--- src/rtl/pipeline_hazard_ctrl.sv ---
// Stall/flush sequencer for the five-stage RV32IM pipeline: per-stage hold and
// flush controls for data/instruction waits, load-use, redirects and long M ops.
//
//   state  | meaning
//   RUN    | normal issue; hazards evaluated by priority each cycle
//   MULDIV | multi-cycle M op occupying EX; cnt_q counts remaining stall cycles
module pipeline_hazard_ctrl #(
   parameter int MUL_LATENCY = 2,
   parameter int DIV_LATENCY = 8
) (
   input  logic        CLK,
   input  logic        RESET,
   input  logic        IF_BUSYWAIT,
   input  logic        DMEM_BUSYWAIT,
   input  logic [4:0]  ID_RS1,
   input  logic [4:0]  ID_RS2,
   input  logic        ID_USES_RS1,
   input  logic        ID_USES_RS2,
   input  logic [4:0]  EX_RD,
   input  logic        EX_MEM_READ,
   input  logic        EX_MULDIV,
   input  logic        EX_MULDIV_IS_DIV,
   input  logic        EX_BRANCH_TAKEN,
   output logic        PC_HOLD,
   output logic        IFID_HOLD,
   output logic        IDEX_HOLD,
   output logic        EXMEM_HOLD,
   output logic        MEMWB_HOLD,
   output logic        IFID_FLUSH,
   output logic        IDEX_FLUSH,
   output logic        EXMEM_FLUSH,
   output logic        MULDIV_BUSY,
   output logic [31:0] STALL_COUNT
);

   typedef enum logic {
      ST_RUN    = 1'b0,
      ST_MULDIV = 1'b1
   } state_t;

   state_t      state_q, state_d;
   logic [7:0]  cnt_q, cnt_d;
   logic [31:0] stall_cnt_q, stall_cnt_d;
   logic [7:0]  lat;
   logic        load_use;

   assign lat = EX_MULDIV_IS_DIV ? 8'(DIV_LATENCY) : 8'(MUL_LATENCY);

   assign load_use = EX_MEM_READ && (EX_RD != 5'd0) &&
                     ((ID_USES_RS1 && (ID_RS1 == EX_RD)) ||
                      (ID_USES_RS2 && (ID_RS2 == EX_RD)));

   always_comb begin
      state_d     = state_q;
      cnt_d       = cnt_q;
      PC_HOLD     = 1'b0;
      IFID_HOLD   = 1'b0;
      IDEX_HOLD   = 1'b0;
      EXMEM_HOLD  = 1'b0;
      MEMWB_HOLD  = 1'b0;
      IFID_FLUSH  = 1'b0;
      IDEX_FLUSH  = 1'b0;
      EXMEM_FLUSH = 1'b0;
      MULDIV_BUSY = 1'b0;

      // Controls are forced idle while reset is asserted, whatever the inputs.
      if (!RESET) begin
         state_d = ST_RUN;
         cnt_d   = 8'd0;
      end else if (DMEM_BUSYWAIT) begin
         PC_HOLD    = 1'b1;
         IFID_HOLD  = 1'b1;
         IDEX_HOLD  = 1'b1;
         EXMEM_HOLD = 1'b1;
         MEMWB_HOLD = 1'b1;
      end else if (state_q == ST_MULDIV) begin
         if (cnt_q != 8'd0) begin
            PC_HOLD     = 1'b1;
            IFID_HOLD   = 1'b1;
            IDEX_HOLD   = 1'b1;
            EXMEM_FLUSH = 1'b1;
            MULDIV_BUSY = 1'b1;
            cnt_d       = cnt_q - 8'd1;
         end else begin
            state_d = ST_RUN;
         end
      end else if (EX_MULDIV && (lat > 8'd1)) begin
         // First stall cycle is spent here in RUN, so MULDIV covers L-2 more.
         PC_HOLD     = 1'b1;
         IFID_HOLD   = 1'b1;
         IDEX_HOLD   = 1'b1;
         EXMEM_FLUSH = 1'b1;
         MULDIV_BUSY = 1'b1;
         state_d     = ST_MULDIV;
         cnt_d       = lat - 8'd2;
      end else if (EX_BRANCH_TAKEN) begin
         IFID_FLUSH = 1'b1;
         IDEX_FLUSH = 1'b1;
      end else if (load_use) begin
         PC_HOLD    = 1'b1;
         IFID_HOLD  = 1'b1;
         IDEX_FLUSH = 1'b1;
      end else if (IF_BUSYWAIT) begin
         PC_HOLD    = 1'b1;
         IFID_FLUSH = 1'b1;
      end

      stall_cnt_d = stall_cnt_q;
      if (PC_HOLD && (stall_cnt_q != 32'hFFFF_FFFF)) begin
         stall_cnt_d = stall_cnt_q + 32'd1;
      end
   end

   always_ff @(posedge CLK or negedge RESET) begin
      if (!RESET) begin
         state_q     <= ST_RUN;
         cnt_q       <= 8'd0;
         stall_cnt_q <= 32'd0;
      end else begin
         state_q     <= state_d;
         cnt_q       <= cnt_d;
         stall_cnt_q <= stall_cnt_d;
      end
   end

   assign STALL_COUNT = stall_cnt_q;

endmodule

--- config.mk ---
export PLATFORM = sky130hd
export DESIGN_NAME = pipeline_hazard_ctrl
export DESIGN_NICKNAME = d
export VERILOG_FILES = /design/src/rtl/pipeline_hazard_ctrl.sv
export SDC_FILE = /design/constraint.sdc
export NUM_CORES = 1
export LEC_CHECK = 0
export CAP_MARGIN = 10
export CORE_UTILIZATION = 48
export CTS_CLUSTER_DIAMETER = 40
export DETAILED_ROUTE_END_ITERATION = 8
export GPL_TIMING_DRIVEN = 0
export PLACE_DENSITY = 0.9
export SLEW_MARGIN = 30
export SYNTH_ARGS = -nofsm -noshare
export SYNTH_HDL_FRONTEND = slang
export SYNTH_SLANG_ARGS = --single-unit
--- constraint.sdc ---
create_clock -name CLK -period 2.51 [get_ports CLK]
set_input_delay 0.502 -clock CLK [delete_from_list [all_inputs] [get_ports CLK]]
set_output_delay 0.502 -clock CLK [all_outputs]
set_load 0.1 [all_outputs]
Word level (Yosys, flattened, before mapping)
Index checks and enable logic that the tools add are counted.

Output and inout port bits: 41. Logic and storage cells: 64. Register bits after elaboration: 41.

Add/sub/neg operators: 3. Reduce and logical (&&, ||, !) cells: 10. $lt $le $gt $ge: 1. Equality and inequality tests: 6. Multiplexer cells: 41.

Operator list (number): two-way mux 8 bit (5); two-way mux 1 bit (35); adder 32 x 1 -> 32 bit, second input constant (1); inequality test 32 bit, second input constant (1); equality test 5 bit (2); nonzero test 8 bit (1); subtractor 8 x 1 -> 8 bit, second input constant (1); logical AND 1 bit (6); nonzero test 5 bit (1); subtractor 4 x 2 -> 5 bit, second input constant (1); > comparator 4 x 1 -> 1 bit, second input constant (1); two-way mux 4 bit (1); inequality test 3 x 1 -> 1 bit, second input constant (1); inequality test 3 x 2 -> 1 bit, second input constant (1); AND reduction 3 bit (1); inequality test 2 bit, second input constant (1); logical OR 1 bit (1).

Depth between registers and ports, before layout
Depth after elaboration: 11. Gate-level depth with buffers: 9. Depth with buffers taken out: 8.

Least setup slack after synthesis
Ideal clock, no wire load.

Path type: input port to output port. From: input EX_RD[0]. To: output IDEX_FLUSH. Arrival: 5776 ps. Required time: 2008 ps. Stages on the path: 5. Path buffers: 0. Setup slack: -3768 ps. Cell sequence: xnor2_1 > nand4_1 > o22ai_1 > nand2b_1 > a2111oi_0.

Cells in the longest elaborated chain, start to end: 10. Elaborated cells between the ends (all ways): 14.

Ends and longest elaborated chain: start, declared (line 19) `input logic [4:0] EX_RD,`; equality test 5 bit (on tied branches) (line 50, 51); logical AND 1 bit (on tied branches) (line 50, 51); logical OR 1 bit (line 50) `((ID_USES_RS1 && (ID_RS1 == EX_RD)) ||`; logical AND 1 bit * (line 49) `assign load_use = EX_MEM_READ && (EX_RD != 5'd0) &&`; two-way mux 1 bit * (line 99) `end else if (load_use) begin`; two-way mux 1 bit * (line 96) `end else if (EX_BRANCH_TAKEN) begin`; two-way mux 1 bit * (line 87) `end else if (EX_MULDIV && (lat > 8'd1)) begin`; two-way mux 1 bit * (line 76) `end else if (state_q == ST_MULDIV) begin`; two-way mux 1 bit * (line 70) `end else if (DMEM_BUSYWAIT) begin`; two-way mux 1 bit * (line 67) `if (!RESET) begin`; end, declared (line 30) `output logic IDEX_FLUSH,`.

Mark *: on every way between the ends. The rest lies on a longest branch, timed or not.

Worst setup path in the final report
From: input DMEM_BUSYWAIT. To: output PC_HOLD.

Cells in the longest elaborated chain, start to end: 2.

Ends and longest elaborated chain: start, declared (line 14) `input logic DMEM_BUSYWAIT,`; two-way mux 1 bit (line 70); two-way mux 1 bit (line 67); end, declared (line 24) `output logic PC_HOLD,`.

Every way passes these cells.

==> impl_metrics.py <==
metrics = {
    "pwr": {
        "p_leak_nw": 1.46,
        "power-per-cell-area_nw_per_um2": 691,
        "ir_worst_vdd_mv": 0.909,
        "seqPwrFrac_pct": 34.9,
        "clkPwrFrac_pct": 18.5,
        "p_int_mw": 1.25,
        "switching_share_pct": 46.2,
        "p_sw_mw": 1.08,
        "pwr-share-comb_pct": 46.6,
    },
    "drt": {
        "ant_nets": 0,
        "post_drt_wl_per_cell_um": 17.8,
        "vias": 2202,
        "wirelength_mm": 6.71,
        "drc_errors": 0,
        "drt_iter0_markers": 132,
        "dr.pass1.iters": 4,
        "viasPerCell": 5.86,
    },
    "grt": {
        "antenna_found_initial": 0,
        "grt_max_degree": 25,
        "grt_pass1_wl_mm": 10.3,
        "grt_pass1_vias": 2132,
        "gr-total-overflow": 0,
        "grtUsageTotal_pct": 26.3,
    },
    "clock_network": {
        "cts_max_level": 2,
        "cts_max_path_buffers": 2,
        "clockRootBuffer": "clkbuf_8",
        "path_clk_slew_ns": 0.08,
        "cts_buffers": 5,
        "insertion_delay_ns": 0.30,
        "cts_hold_buffers": 0,
        "cts_tree": "done",
        "clkSinkCount": 41,
    },
    "placement": {
        "post_dp_cell_area_um2": 3130,
        "dpl_worst_slack_ns": -1.39,
        "io_buffers": 65,
        "place_congestion": 0.810,
        "hpwl_mm": 4.38,
    },
    "sta": {
        "layout_setup_ws_ns": -0.0702,
        "final.setup_skew_ns": 0.00642,
        "hold_slack_ns": 0.0953,
        "finalSetupViolations": 2,
        "period_minus_slack_ns": 2.58,
        "setup_tns_ns": -0.135,
        "relSlewSlack_pct": 31.0,
        "slew_violations": 0,
        "hold_violations": 0,
        "rsz0062_at_grt": "yes",
        "tightest_slew_ns": 1.03,
        "fin_crit_sh_pct": 103,
        "max_freq_mhz": 388,
    },
    "floorplan": {
        "fp-row-count": 24,
        "die_width_um": 71.5,
        "ioPinCount": 66,
        "core_um2": 4500,
        "start_util_pct": 51.5,
        "die_h_um": 71.5,
        "die_area_um2": 5110,
    },
    "synth": {
        "synth_flop_cell": "dfrtp_1",
        "async_flop_share_pct": 100,
        "seq_area_frac_synth_pct": 44.3,
        "synth.area.top_cells": "dfrtp_1 (44%), xnor2_1 (15%), nand4_1 (6.7%), and3_1 (4.9%), nand2_1 (3.7%)",
        "synth_nets": 267,
        "ys_warn_count": 0,
        "synth.avg_cell_area_um2": 9.70,
        "synth.most_common_cell": "dfrtp_1",
        "syn-cell-area_um2": 2320,
        "yosys.area.top_type_share_pct": 44.3,
        "synth_commonest_cells": "dfrtp_1 (41), xnor2_1 (40), nand4_1 (25), nand2_1 (23), and3_1 (18)",
        "synth-seq-cells": 41,
        "yosys.area.top_type": "dfrtp_1",
        "syn_inst": 239,
        "synth_edf_count": 0,
        "ys_types": 38,
    },
    "setup_path": {
        "cp.required_ns": 2.01,
        "slowest_delay_ns": 0.49,
        "start_kind": "input pin",
        "path_cells": "clkdlybuf4s50_1, and2_2, a211o_1, a21o_1, buf_6, buf_12",
        "worstPathMaxFanout": 10,
        "path_delay_family": "buffers and inverters",
        "crit_type": "input pin to primary output",
        "crit_slowest_cell": "clkdlybuf4s50_1",
        "crit_buf_inv": 3,
        "crit_path_end_kind": "primary output",
        "cp.arrival_ns": 2.08,
    },
    "final_layout": {
        "drive_gt1_share_pct": 19.1,
        "fin_area_um2": 3370,
        "nFillCells": 312,
        "syn2layout_area_growth_pct": 45.3,
        "nets": 351,
        "diodes": 0,
    },
    "job": {
        "maxCapViolations": 0,
    },
    "run_status": {
        "status": "finished with violations",
        "violations": "setup timing",
    },
    "worst_hold_path": {
        "hold_path.class": "input pin to asynchronous set/reset pin",
    },
}
worst paths after layout:
kind / cells after the start / slack, ns / end / from
hold reg to reg: 1 / 0.49 / STALL_COUNT[16] / STALL_COUNT[16]
setup reg to reg: 7 / 0.22 / STALL_COUNT[30] / STALL_COUNT[0]
max in group asynchronous: 2 / 2.00 / STALL_COUNT[28] / RESET
setup / recovery: 6 / -0.07 / PC_HOLD / DMEM_BUSYWAIT
min in group CLK: 1 / 0.49 / STALL_COUNT[16] / STALL_COUNT[16]
hold / removal: 1 / 0.1 / state_q / RESET
state kept, by name, summed over array words and instances, names as in the netlist:
signal       cells
cnt_q            8
state_q          1
STALL_COUNT     32
through the flow:
stage               std cells  total power [mW]  util [%]
floorplan                 239              1.56         -
global placement          356              1.81      69.0
detailed placement        357              1.83      69.5
CTS                       372              2.29      73.7
global route              376              2.42      74.8
finish                    376              2.33      74.8
layout make-up:
cell class / instances / area [um2] / area share (%)
Buffer: 8 / 66.3 / 1.97
Multi-Input combinational cell: 185 / 1350 / 40.0
Sequential cell: 41 / 1030 / 30.4
Timing Repair Buffer: 77 / 762 / 22.6
Tap cell: 52 / 65.1 / 1.93
Clock inverter: 2 / 10.0 / 0.297
Clock buffer: 6 / 72.6 / 2.15
Inverter: 5 / 18.8 / 0.557
per-layer routing:
metal  up-vias  GRT usage, %  wire length (um)
met1      1076          32.8              2790
li1       1032             -                 -
met3        25          5.06               290
met2        69          43.3              3350
met4         0          14.6               267
met5         -             0                 0
worst reg2reg max path: stages, from the launching register on:
cell and delay [ns]:
dfrtp_1 0.42, ha_1 0.22, and3_1 0.21, and3_1 0.25
and4b_1 0.23, nor2_1 0.44, nand4_1 0.23, xnor2_1 0.18
cells by family (layout without fill, tap and decap cells):
family                   count (synthesis)  in the layout  synth area share, %
AO/OA/AOI/OAI                           27             27                 6.96
XOR/XNOR                                42             42                 15.9
adder cells (fa/ha/maj)                  3              3                 1.62
buffers and inverters                   13             98                 2.86
flip-flops                              41             41                 44.3
multiplexers                             2              2                0.971
AND/OR/NAND/NOR                        111            111                 27.5
what timing repair did:
| action | CTS | global route |
|---|---|---|
| hold endpoints to repair | 0 | 0 |
| setup buffers | 7 | 4 |
| endpoints found under the setup margin | 9 | 6 |
| gates resized for setup | 105 | 9 |
| pin swaps | 24 | 12 |
cells in the final DEF, fill, tap and decap left out, types with 3 or more instances in the layout:
| master | synthesis | final |
|---|---|---|
| nor2_1 | 10 | 9 |
| clkdlybuf4s50_1 | 0 | 38 |
| a21oi_1 | 8 | 6 |
| nand3_1 | 11 | 11 |
| nand2_1 | 23 | 23 |
| nand4_1 | 25 | 25 |
| nor4_4 | 2 | 3 |
| dfrtp_1 | 41 | 41 |
| and3_1 | 18 | 18 |
| xnor2_1 | 40 | 39 |
| buf_12 | 0 | 3 |
| clkbuf_1 | 3 | 4 |
| clkdlybuf4s15_1 | 0 | 4 |
| buf_6 | 1 | 7 |
| buf_2 | 2 | 5 |
| o21ai_0 | 10 | 10 |
| inv_1 | 5 | 3 |
| nor3_1 | 5 | 4 |
| dlygate4sd2_1 | 0 | 8 |
| clkbuf_8 | 0 | 5 |
| buf_4 | 2 | 13 |
power groups by stage:
| stage | Combinational, mW | Clock, mW | Sequential [mW] |
|---|---|---|---|
| 2_1_floorplan | 0.371 | 0 | 1.19 |
| 4_1_cts | 1.05 | 0.433 | 0.808 |
| 3_5_place_dp | 1.01 | 0 | 0.820 |
| 6_report | 1.08 | 0.430 | 0.813 |
| 5_1_grt | 1.13 | 0.464 | 0.822 |
| 3_3_place_gp | 0.991 | 0 | 0.817 |
No activity file was read; power rests on OpenSTA's default activity.
==> patch (same settings) <==
Register the input `EX_MULDIV_IS_DIV` before use, cleared by the reset. The logic sees it one clock later. The other inputs are not delayed to match.
--- a/src/rtl/pipeline_hazard_ctrl.sv
+++ b/src/rtl/pipeline_hazard_ctrl.sv
@@ -38,13 +38,23 @@
       ST_MULDIV = 1'b1
    } state_t;
 
+   logic EX_MULDIV_IS_DIV_q;
+
+   always_ff @(posedge CLK or negedge RESET) begin
+      if (!RESET) begin
+         EX_MULDIV_IS_DIV_q <= '0;
+      end else begin
+         EX_MULDIV_IS_DIV_q <= EX_MULDIV_IS_DIV;
+      end
+   end
+
    state_t      state_q, state_d;
    logic [7:0]  cnt_q, cnt_d;
    logic [31:0] stall_cnt_q, stall_cnt_d;
    logic [7:0]  lat;
    logic        load_use;
 
-   assign lat = EX_MULDIV_IS_DIV ? 8'(DIV_LATENCY) : 8'(MUL_LATENCY);
+   assign lat = EX_MULDIV_IS_DIV_q ? 8'(DIV_LATENCY) : 8'(MUL_LATENCY);
 
    assign load_use = EX_MEM_READ && (EX_RD != 5'd0) &&
                      ((ID_USES_RS1 && (ID_RS1 == EX_RD)) ||
Function: changed (Yosys sat finds a counterexample within 4 cycles, from zero or initial values and one cycle with RESET low).
==> patch against the unedited design <==
  * The run still ends with negative setup slack left
  * Synthesized cell count shrank 2.1%
  * Die area fell by 1.6%
  * Via count increased by 2.1%
  * Sequential cell count is 1 higher
  * Worst setup slack got worse by 0.042 ns
  * Routed wire length is 3.0% higher
  * Fmax shrank 1.6%
  * Final area up 3.3%
  * Synthesized area shrank 1.7%
  * First-iteration DRC count up 100%
  * Power fell by 1.1%
  * Critical path type is now register to output pin
==> patch: results (changes against the unedited design) <==
status=finished, violations left; failing checks=negative setup slack; placed cell count=351 (-1.7%); reg2reg start=cnt_q[0]; number of global-route vias before repair=2,093 (-1.8%); synth top area cells=dfrtp_1 46%, xnor2_1 16%, nand4_1 4.7%; fillcell total=269 (-14%); mean area per synthesized cell=9.742 sq um (+0.43%); worst-margin pin slew=0.9797 ns (-0.05142 ns); HPWL Detailed=4058 microns (-7.4%); Synth Area in Compound Gates=8.068% (+1.1 points); Largest stage delay, worst path=0.47 ns (-0.02 ns); global placement routability congestion=0.7785 (-3.9%); r2r endpoint=cnt_q[4]; vias per cell=5.918 (+1.1%); drt pass-1 iters=8 (+4); Max Fanout on Critical Path=4 (-6); Post-Synth Adder-Cell Area=1.647% (+0.028 points); R2R setup slack=0.12 ns (-0.10 ns); setup violators final=5 (+3); register area share after synthesis=46.10% (+1.9 points); DR WL/cell=18.17 microns (+1.9%); final worst slack=-0.1122 ns (-0.04199 ns); Iteration-0 DRC Markers=269 (+100%); WP data arrival=2.12 ns (+0.04 ns); most frequent cells after synthesis=42 x dfrtp_1, 41 x xnor2_1, 21 x nand2_1, 21 x nand3_1, 17 x nand4_1; Global Route Usage Sum=25.96% (-0.38 points); Leak=1.520 nW (+3.9%)
patch: cells by family after synthesis:
group           Yosys count
compound gates           25
xor+xnor                 42
simple gates            106
buf+inv                  15
mux                       1
fa+ha+maj                 3
flops                    42
patch: power by group:
part / internal (mW) / switching, mW
sequential: 0.738 / 0.0764
combinational: 0.304 / 0.655
clock: 0.298 / 0.232
total: 1.34 / 0.963
patch: through the flow:
step / utilization, % / instance area (sq um) / total power, mW / worst slack [ns] / hold slack (ns)
2_1_floorplan: - / 2364 / 1.473 / -0.3610 / 0.2064
3_3_place_gp: 69.28 / 3079 / 1.693 / -2.639 / 0.4784
3_5_place_dp: 69.23 / 3077 / 1.704 / -1.307 / 0.4879
4_1_cts: 74.47 / 3309 / 2.260 / -0.1274 / 0.2156
5_1_grt: 78.29 / 3480 / 2.392 / -0.1973 / 0.1335
6_report: 78.29 / 3480 / 2.303 / -0.1122 / 0.1097
patch: worst min path at each step:
stage / startpoint / to / slack [ns] / cells past startpoint
after floorplan: RESET / EX_MULDIV_IS_DIV_q / 0.21 / 0
after global placement: cnt_q[7] / cnt_q[7] / 0.48 / 1
after detailed placement: cnt_q[7] / cnt_q[7] / 0.49 / 1
after CTS: RESET / STALL_COUNT[19] / 0.22 / 1
after global routing: RESET / STALL_COUNT[20] / 0.13 / 1
final: RESET / cnt_q[2] / 0.11 / 1
patch: cell type report:
| class | count | area share [%] |
|---|---|---|
| buffer | 8 | 1.510 |
| clock buffer | 7 | 2.193 |
| clock inverter | 1 | 0.8630 |
| inverter | 7 | 0.7551 |
| multi-input combinational | 177 | 37.58 |
| sequential | 42 | 30.28 |
| tap | 52 | 1.870 |
| timing repair buffer | 86 | 24.96 |
patch: worst max-delay path: cells and delay by family, from the launching register on:
family | cells | cell delay (ns)
buffers and inverters | 3 | 0.35
and+or+nand+nor | 2 | 0.56
adders and majority gates | 1 | 0.12
AOI/OAI and AO/OA | 2 | 0.37
DFF | 1 | 0.42
patch: what timing repair did:
action	CTS	global route
pin swaps	12	22
hold buffers	0	0
setup endpoints to repair	22	10
resized for setup	84	31
buffers inserted	7	14
patch: metal layers:
layer | wire, microns | up-vias | track usage, %
li1 | - | 1009 | -
met1 | 2679 | 1097 | 32.06
met2 | 3575 | 121 | 46.15
met3 | 461 | 22 | 3.704
met4 | 189 | 0 | 9.778
met5 | 0 | - | 0
